## config.mk

```make
export PLATFORM = sky130hd
export DESIGN_NAME = tuner_cic_decimator_flat
export DESIGN_NICKNAME = d
export VERILOG_FILES = /design/src/rtl/tuner_cic_decimator_if.sv /design/src/rtl/tuner_cic_decimator.sv /design/src/flat_wrapper.sv
export SDC_FILE = /design/constraint.sdc
export NUM_CORES = 2
export LEC_CHECK = 0
export ABC_AREA = 1
export BUFFER_PORTS_ARGS = -buffer_cell sky130_fd_sc_hd__buf_2
export CAP_MARGIN = 10
export CORE_MARGIN = 2
export CORE_UTILIZATION = 60
export CTS_BUF_LIST = sky130_fd_sc_hd__clkbuf_4 sky130_fd_sc_hd__clkbuf_8
export CTS_CLUSTER_DIAMETER = 50
export DETAILED_ROUTE_END_ITERATION = 12
export MAX_ROUTING_LAYER = met4
export PLACE_DENSITY = 0.79
export SLEW_MARGIN = 20
export SYNTH_ARGS = -nofsm -noshare
export SYNTH_HDL_FRONTEND = slang
export SYNTH_SLANG_ARGS = --single-unit
export TNS_END_PERCENT = 5
```

## constraint.sdc

```tcl
create_clock -name clk -period 4.3 [get_ports clk]
set_clock_uncertainty 0.05 [all_clocks]
set_input_delay 0.43 -clock clk [delete_from_list [all_inputs] [get_ports clk]]
set_output_delay 0.43 -clock clk [all_outputs]
set_load 0.03 [all_outputs]
```

## src/rtl/tuner_cic_decimator_if.sv

```systemverilog
// Sample-stream interface between the tuner mixer and the CIC decimator.
// The master drives input samples and configuration. The slave (the decimator)
// returns decimated samples with a one-cycle valid strobe.
interface tuner_cic_decimator_if #(
    parameter int DSZ = 16
);
    logic signed [DSZ-1:0] in;
    logic                  in_valid;
    logic        [6:0]     ratio;
    logic        [4:0]     shift;
    logic signed [DSZ-1:0] out;
    logic                  out_valid;

    modport master (
        output in, in_valid, ratio, shift,
        input  out, out_valid
    );

    modport slave (
        input  in, in_valid, ratio, shift,
        output out, out_valid
    );
endinterface

```

## src/rtl/tuner_cic_decimator.sv

```systemverilog
// N-stage CIC decimator for one (I or Q) tuner path.
// Ratio R is selectable at runtime in the range 2..RMAX. A power-of-two gain
// correction follows, with round-half-up and saturation to DSZ bits.
// Pipeline: input register -> N integrators -> period capture -> N combs -> output.
module tuner_cic_decimator #(
    parameter int DSZ  = 16,
    parameter int N    = 4,
    parameter int RMAX = 64
) (
    input  logic                 clk,
    input  logic                 reset,
    tuner_cic_decimator_if.slave bus
);
    localparam int LOGR  = $clog2(RMAX);
    localparam int W     = DSZ + N * LOGR;
    localparam int CW    = LOGR;
    localparam int RW    = LOGR + 1;
    localparam int SHMAX = N * LOGR;

    localparam logic [RW-1:0]       RMIN_V = RW'(2);
    localparam logic [RW-1:0]       RMAX_V = RW'(RMAX);
    localparam logic signed [W-1:0] OMAX   = {{(W-DSZ+1){1'b0}}, {(DSZ-1){1'b1}}};
    localparam logic signed [W-1:0] OMIN   = {{(W-DSZ+1){1'b1}}, {(DSZ-1){1'b0}}};

    logic signed [DSZ-1:0] in_p0;
    logic signed [W-1:0]   in_ext;
    logic        [N+1:1]   vld;
    logic signed [W-1:0]   integ [1:N];
    logic        [CW-1:0]  cnt;
    logic        [RW-1:0]  r_act;
    logic                  r_load;
    logic                  period_end;
    logic signed [W-1:0]   comb_in;
    logic        [N+1:1]   stb;
    logic signed [W-1:0]   comb [1:N];
    logic signed [W-1:0]   dly  [1:N];
    logic signed [DSZ-1:0] out_q;
    logic                  out_valid_q;

    function automatic logic [RW-1:0] clamp_ratio(input logic [RW-1:0] r);
        if (r < RMIN_V) return RMIN_V;
        if (r > RMAX_V) return RMAX_V;
        return r;
    endfunction

    // Add half an LSB of the result, then arithmetic shift (round half toward +inf).
    function automatic logic signed [W-1:0] round_shift(input logic signed [W-1:0] v,
                                                        input logic [4:0] sh);
        logic [4:0]          s;
        logic signed [W-1:0] bias;
        s    = (sh > 5'(SHMAX)) ? 5'(SHMAX) : sh;
        bias = '0;
        if (s != 5'd0) bias = W'(1) << (s - 5'd1);
        return (v + bias) >>> s;
    endfunction

    function automatic logic signed [DSZ-1:0] saturate(input logic signed [W-1:0] v);
        if (v > OMAX) return OMAX[DSZ-1:0];
        if (v < OMIN) return OMIN[DSZ-1:0];
        return v[DSZ-1:0];
    endfunction

    assign in_ext     = {{(W-DSZ){in_p0[DSZ-1]}}, in_p0};
    assign period_end = vld[N+1] && (cnt == CW'(r_act - RW'(1)));

    // Input register and valid token chain; the token advances every clock, gap or not
    always_ff @(posedge clk or negedge reset) begin
        if (!reset) begin
            in_p0 <= '0;
            vld   <= '0;
        end else begin
            vld <= {vld[N:1], bus.in_valid};
            if (bus.in_valid) in_p0 <= bus.in;
        end
    end

    // Integrator cascade: modular W-bit accumulation, each stage gated by its token
    always_ff @(posedge clk or negedge reset) begin
        if (!reset) begin
            for (int k = 1; k <= N; k++) integ[k] <= '0;
        end else begin
            if (vld[1]) integ[1] <= integ[1] + in_ext;
            for (int k = 2; k <= N; k++) begin
                if (vld[k]) integ[k] <= integ[k] + integ[k-1];
            end
        end
    end

    // Decimation period: count settled integrator samples, capture the last of each period
    always_ff @(posedge clk or negedge reset) begin
        if (!reset) begin
            cnt     <= '0;
            r_act   <= RMIN_V;
            r_load  <= 1'b1;
            comb_in <= '0;
        end else begin
            r_load <= 1'b0;
            if (r_load) r_act <= clamp_ratio(bus.ratio);
            if (vld[N+1]) begin
                if (period_end) begin
                    cnt     <= '0;
                    comb_in <= integ[N];
                    r_act   <= clamp_ratio(bus.ratio);
                end else begin
                    cnt <= cnt + CW'(1);
                end
            end
        end
    end

    // Comb cascade (M = 1) driven by the decimated strobe chain
    always_ff @(posedge clk or negedge reset) begin
        if (!reset) begin
            stb <= '0;
            for (int k = 1; k <= N; k++) begin
                comb[k] <= '0;
                dly[k]  <= '0;
            end
        end else begin
            stb <= {stb[N:1], period_end};
            if (stb[1]) begin
                comb[1] <= comb_in - dly[1];
                dly[1]  <= comb_in;
            end
            for (int k = 2; k <= N; k++) begin
                if (stb[k]) begin
                    comb[k] <= comb[k-1] - dly[k];
                    dly[k]  <= comb[k-1];
                end
            end
        end
    end

    // Gain correction, rounding and saturation into the output register
    always_ff @(posedge clk or negedge reset) begin
        if (!reset) begin
            out_q       <= '0;
            out_valid_q <= 1'b0;
        end else begin
            out_valid_q <= stb[N+1];
            if (stb[N+1]) out_q <= saturate(round_shift(comb[N], bus.shift));
        end
    end

    assign bus.out       = out_q;
    assign bus.out_valid = out_valid_q;

endmodule
```

## src/flat_wrapper.sv

```systemverilog
// flat-port wrapper written by rule: the top's interface ports become plain ports
module tuner_cic_decimator_flat 
#(
    parameter int DSZ  = 16,
    parameter int N    = 4,
    parameter int RMAX = 64
)
  (clk, reset, bus_in, bus_in_valid, bus_ratio, bus_shift, bus_out, bus_out_valid);
  tuner_cic_decimator_if #(.DSZ(DSZ)) bus_i ();
  input  logic clk;
  input  logic reset;
  input wire logic [$bits(bus_i.in)-1:0] bus_in;
  input wire logic [$bits(bus_i.in_valid)-1:0] bus_in_valid;
  input wire logic [$bits(bus_i.ratio)-1:0] bus_ratio;
  input wire logic [$bits(bus_i.shift)-1:0] bus_shift;
  output wire logic [$bits(bus_i.out)-1:0] bus_out;
  output wire logic [$bits(bus_i.out_valid)-1:0] bus_out_valid;
  assign bus_i.in = bus_in;
  assign bus_i.in_valid = bus_in_valid;
  assign bus_i.ratio = bus_ratio;
  assign bus_i.shift = bus_shift;
  assign bus_out = bus_i.out;
  assign bus_out_valid = bus_i.out_valid;
  tuner_cic_decimator #(.DSZ(DSZ), .N(N), .RMAX(RMAX)) u_core (.clk(clk), .reset(reset), .bus(bus_i));
endmodule
```

Word level (Yosys, flattened, before mapping)
Cells that the tools add are included.

cells by class
  $add $sub $neg = 12
  $mul = 0
  divide/modulo/power cells = 0
  order comparisons = 5
  eq/ne operators = 1
  shift-type cells = 2
  mux-type cells = 32
  bitwise gates (word level) = 0
  reduce and logical (&&, ||, !) cells = 3

operator list
  cell                                                             number
  adder 40 bit                                                     4
  subtractor 40 bit                                                4
  2-to-1 mux 40 bit                                                2
  2-to-1 mux 16 bit                                                4
  2-to-1 mux 7 bit                                                 9
  adder 40 x 16 -> 40 bit                                          1
  greater-than comparator 40 x 16 -> 1 bit, second input constant  1
  < comparator 40 x 16 -> 1 bit, second input constant             1
  left shift 1 x 5 -> 40 bit, first input constant                 1
  >>> shifter 40 x 5 -> 40 bit                                     1
  2-to-1 mux 1 bit                                                 15
  greater-than comparator 7 bit, second input constant             1
  < comparator 7 x 2 -> 1 bit, second input constant               1
  adder 6 x 1 -> 6 bit, second input constant                      1
  == test 6 bit                                                    1
  2-to-1 mux 6 bit                                                 1
  subtractor 6 x 1 -> 6 bit, second input constant                 1
  greater-than comparator 5 bit, second input constant             1
  2-to-1 mux 5 bit                                                 1
  nonzero test 5 bit                                               1
  subtractor 5 x 1 -> 5 bit, second input constant                 1
  AND reduction 2 bit                                              1
  logical AND 1 bit                                                1

storage, ports and cells
  flip-flop bits (word level) = 577
  latch bits = 0
  RAM bits = 0
  bits in read-only memories = 0
  bits of input ports = 31
  memories = 0

Logic depth before layout (Yosys ltp)
  depth in word-level cells = 15
  depth in mapped cells = 42
  mapped depth without buffers = 38

Worst setup path before layout
No wires, ideal clock.

  path kind = input-to-reg
  start = input port bus_shift[3]
  end = register u_core.out_q[10] (netlist: u_core.bus.out[10])
  setup time = 121 ps
  arrival = 4538 ps
  data required time = 4129 ps
  slack = -408 ps
  cell stages on the path = 37
  buffers on the path = 4
  cell sequence = nand2_1 > nand2_1 > inv_2 > buf_1 > clkbuf_1 > clkbuf_1 > nand3_1 > inv_1 > nand3_1 > inv_1 > ha_1 > inv_1 > fa_1 > inv_1 > nand3_1 > nand2_2 > nand2_1 > nand2_1 > nand2_1 > nand2_1 > nand2_1 > nand3_1 > nand3_1 > nand3_1 > nand3_1 > and2_0 > nand2_1 > nand2_1 > nand2_1 > nand2_1 > nor2_1 > nand2_1 > nor2_1 > nand2_1 > a21oi_4 > buf_6 > a21oi_2

on the way
  longest elaborated chain between the ends = 14

RTL lines
  what                              line                        RTL
  start, declared                   flat_wrapper.sv:15          input wire logic [$bits(bus_i.shift)-1:0] bus_shift;
  greater-than comparator 5 bit     tuner_cic_decimator.sv:51   s = (sh > 5'(SHMAX)) ? 5'(SHMAX) : sh;
  2-to-1 mux 5 bit (*)              tuner_cic_decimator.sv:51
  subtractor 5 x 1 -> 5 bit         tuner_cic_decimator.sv:53   if (s != 5'd0) bias = W'(1) << (s - 5'd1);
  left shift 1 x 5 -> 40 bit        tuner_cic_decimator.sv:53
  2-to-1 mux 40 bit                 tuner_cic_decimator.sv:53
  2-to-1 mux 40 bit                 tuner_cic_decimator.sv:141  if (stb[N+1]) out_q <= saturate(round_shift(comb[N], bus.shift));
  adder 40 bit                      tuner_cic_decimator.sv:54   return (v + bias) >>> s;
  >>> shifter 40 x 5 -> 40 bit (*)  tuner_cic_decimator.sv:54
  < comparator 40 x 16 -> 1 bit     tuner_cic_decimator.sv:59   if (v < OMIN) return OMIN[DSZ-1:0];
  2-to-1 mux 1 bit (2 in series)    tuner_cic_decimator.sv:59
  2-to-1 mux 1 bit                  tuner_cic_decimator.sv:141
  2-to-1 mux 16 bit                 tuner_cic_decimator.sv:60   return v[DSZ-1:0];
  2-to-1 mux 16 bit (*)             tuner_cic_decimator.sv:59
  end signal, assigned              tuner_cic_decimator.sv:141
  end, declared                     tuner_cic_decimator.sv:37   logic signed [DSZ-1:0] out_q;

Mark *: on every way between the ends. The rest lies on a longest branch, timed or not. The select of a mux whose other input is x is not followed.
A chain may end at the register's enable or synchronous reset.

Worst setup path after layout
  start = input port bus_shift[3]
  end = register u_core.out_q[13] (netlist: u_core.bus.out[13])

The elaborated chain is that of the path after synthesis.

==> impl_metrics.tcl <==
set metrics [dict create \
    run_status "finished, final reports clean" \
    worst_setup_path_end_kind "flop" \
    setup_violations 0 \
    path_clk_slew_ps 60 \
    core_region_area_um2 71700 \
    critical-path-max-stage-delay_ps 380 \
    max-slew-margin-rel 0.319 \
    clock_insertion_delay_worst_skew_ps 740 \
    drt-initial-drc-count 3223 \
    finalMaxSlewViolations 0 \
    final_hpwl_dp_um 92700 \
    cts-buffers-inserted 99 \
    final_antenna_net_count 0 \
    synth-async-reset-ratio 1.00 \
    grt_remaining_overflow 0 \
    worst_path_max_delay_cell "ha_1" \
    post_drt_wl_per_cell_um 16.2 \
    buffer_ports.inserted 47 \
    synth_largest_area_cell "dfrtp_1" \
    crit_arrival_ps 4620 \
    synth.lib_cells_used.distinct 64 \
    via_count_of_the_first_global_routing_pass 39610 \
    timing.critical_path.mode_cell "nand2_1" \
    clock_tree_from_tritoncts "yes" \
    post-route-cell-area_um2 48600 \
    initial_core_util 0.607 \
    max_h_tree_level 3 \
    cp_data_required_time_ps 4830 \
    yosys_register_bits 576 \
    instance_count_of_the_mapped_netlist 6203 \
    grt_first_pass_wirelength_um 198000 \
    dieArea_um2 74800 \
    number_of_antenna_violations_at_the_first_check_in_global_routing 2 \
    finalCritPeriodShare 0.950 \
    pin_count 48 \
    global_route.usage.total 0.333 \
    post_synth_main_area_contributors "dfrtp_1 (33%), nand2_1 (13%), ha_1 (9.9%), o21ai_0 (7.4%), inv_1 (6.5%)" \
    critical_path.startpoint_type "input pin" \
    min_period_ps 4080 \
    postRouteWirelength_um 120000 \
    timing_worst_slew_pin_value_ps 995 \
    yosysWarnings 0 \
    clock_tree.root_cell "clkbuf_8" \
    rows 98 \
    worstSetupPathType "in2reg" \
    synth-main-ff-cell "dfrtp_1" \
    drive_gt1_frac 0.0960 \
    final_nets 6795 \
    detail_route.drc_violations 0 \
    max_freq_ghz 0.245 \
    max_cap_viols 0 \
    grt_start_max_net_pins 98 \
    gp_routability_congestion 0.967 \
    synth_edf_count 0 \
    ys_seq_area_frac 0.331 \
    routed-via-count 41563 \
    reg2reg_setup_slack_ps 540 \
    largest_fanout_on_the_critical_path 12 \
    timing.hold.worst.class "in2reg" \
    areaGrowthSynthToFinish_pct 11.6 \
    die_y_um 273 \
    avgSynthCellArea_um2 7.02 \
    clock_sink_count 576 \
    clock_tree.buffer_depth 3 \
    vias_per_cell 5.59 \
    chipWidth_um 273 \
    detail_route.first_pass.iterations 8 \
    postPlaceCellArea_um2 45900 \
    netlist.area_leader.share 0.330 \
    final-hold-violation-count 0 \
    mappedNetlistArea_um2 43600 \
]
## synth_stat cells, types with 5 or more instances
master / count
nand3_2: 8
nor4_1: 30
o221ai_1: 16
o21ai_1: 26
buf_1: 13
or2_0: 5
buf_2: 12
a21o_1: 10
o21a_1: 35
or2_2: 70
o211ai_1: 23
clkinv_1: 7
o21ai_0: 646
o21bai_1: 11
nand2_1: 1553
a31o_2: 5
inv_2: 13
nand2_2: 18
a21boi_0: 5
a21oi_2: 11
a31oi_1: 116
nor2_1: 496
mux2_2: 15
ha_1: 346
a221oi_1: 8
dfrtp_1: 574
xor2_1: 129
clkbuf_1: 127
and3_1: 15
fa_1: 9
nand3b_1: 5
nand4_1: 40
inv_1: 757
xnor2_1: 93
a21oi_1: 485
nor3_1: 48
nand3_1: 357
o22ai_1: 5
o31ai_1: 7
## path summary, 6_finish.rpt
path | depth (start not counted) | from | endpoint
worst max-delay path | 29 | bus_shift[3] | u_core.bus.out[13]
worst max register to register | 17 | u_core.integ[43] | u_core.integ[74]
worst min register to register | 2 | u_core.bus.out[15] | u_core.bus.out[15]
worst min-delay path | 4 | bus_ratio[5] | u_core.r_act[5]
min in group asynchronous | 2 | reset | u_core.dly[43]
max in group asynchronous | 3 | reset | u_core.bus.out[7]
## sequential cells by signal, indices dropped and copies added (netlist names), 6 cells and up
| name | flops |
|---|---|
| u_core.dly | 160 |
| u_core.cnt | 6 |
| u_core.integ | 160 |
| u_core.bus.out | 16 |
| u_core.r_act | 6 |
| u_core.comb_in | 40 |
| u_core.in_p0 | 16 |
| u_core.comb | 160 |
## layer usage
metal | part of all wire | global-route usage | up-vias
met5 | 0 | - | -
met4 | 0.033 | 0.113 | 0
met3 | 0.055 | 0.0420 | 270
met2 | 0.46 | 0.526 | 1057
met1 | 0.46 | 0.442 | 19268
li1 | - | - | 20968
## layout make-up
| type | instances | area [um^2] |
|---|---|---|
| diodes | 2 | 5.00 |
| fillers | 6473 | 23100 |
| inverters | 778 | 2930 |
| clock buffers | 153 | 1930 |
| clock inverters | 28 | 357 |
| well taps | 950 | 1190 |
| flip-flops and latches | 576 | 14400 |
| repair buffers | 253 | 1970 |
| multi-input cells | 4701 | 25800 |
## layout by cell type, fill, tap and decap left out, types with 27 or more instances in the layout
cell type | synthesis | layout
nand2_1 | 1553 | 1543
xnor2_1 | 93 | 92
nor2_1 | 496 | 482
ha_1 | 346 | 345
or2_2 | 70 | 70
inv_1 | 757 | 754
nor3_1 | 48 | 46
dfrtp_1 | 574 | 570
clkbuf_8 | 0 | 125
nand4_1 | 40 | 40
a31oi_1 | 116 | 116
dlygate4sd3_1 | 0 | 27
xor2_1 | 129 | 129
nand2_2 | 18 | 27
o21a_1 | 35 | 35
buf_4 | 0 | 170
clkbuf_4 | 1 | 28
a21oi_1 | 485 | 477
o21ai_0 | 646 | 646
nor4_1 | 30 | 27
buf_2 | 12 | 46
nand3_1 | 357 | 346
## metrics by stage
stage	util	setup TNS, ps	setup slack (ps)	hold slack [ps]	instances
after floorplan	-	0	9.82	84.4	6211
after global placement	0.639	-6810	-464	417	7230
after detailed placement	0.639	-6810	-469	432	7230
after CTS	0.675	0	251	5.80	7438
after global routing	0.678	-222	-33.9	62.6	7441
final	0.678	0	216	67.3	7441
## critical path, delay by kind of cell
family / cells / cell delay [ps]
buffers and inverters: 6 / 1090
AND/OR/NAND/NOR: 20 / 2390
adder cells (fa/ha/maj): 1 / 380
AO/OA/AOI/OAI: 2 / 290
## logic make-up (layout without fill, tap and decap cells)
group,after synthesis,count (layout),share of synthesized area
AO/OA/AOI/OAI,1433,1433,0.179
XOR/XNOR,222,222,0.0446
adder cells (fa/ha/maj),355,355,0.104
buffers and inverters,934,1212,0.0815
flip-flops,576,576,0.331
multiplexers,17,17,0.00434
other,1,11,0.0000861
AND/OR/NAND/NOR,2665,2665,0.256
## timing repair
item                                   in CTS  in global routing
buffers inserted                            0                  0
endpoints found under the hold margin      98                  0
setup endpoints to repair                   0                 15
hold buffers                               27                  0
resized for setup                           0                 47
Power is left out: the tool's default activity adds up to more than one toggle a clock period on the data nets, which glitch-free logic cannot reach.
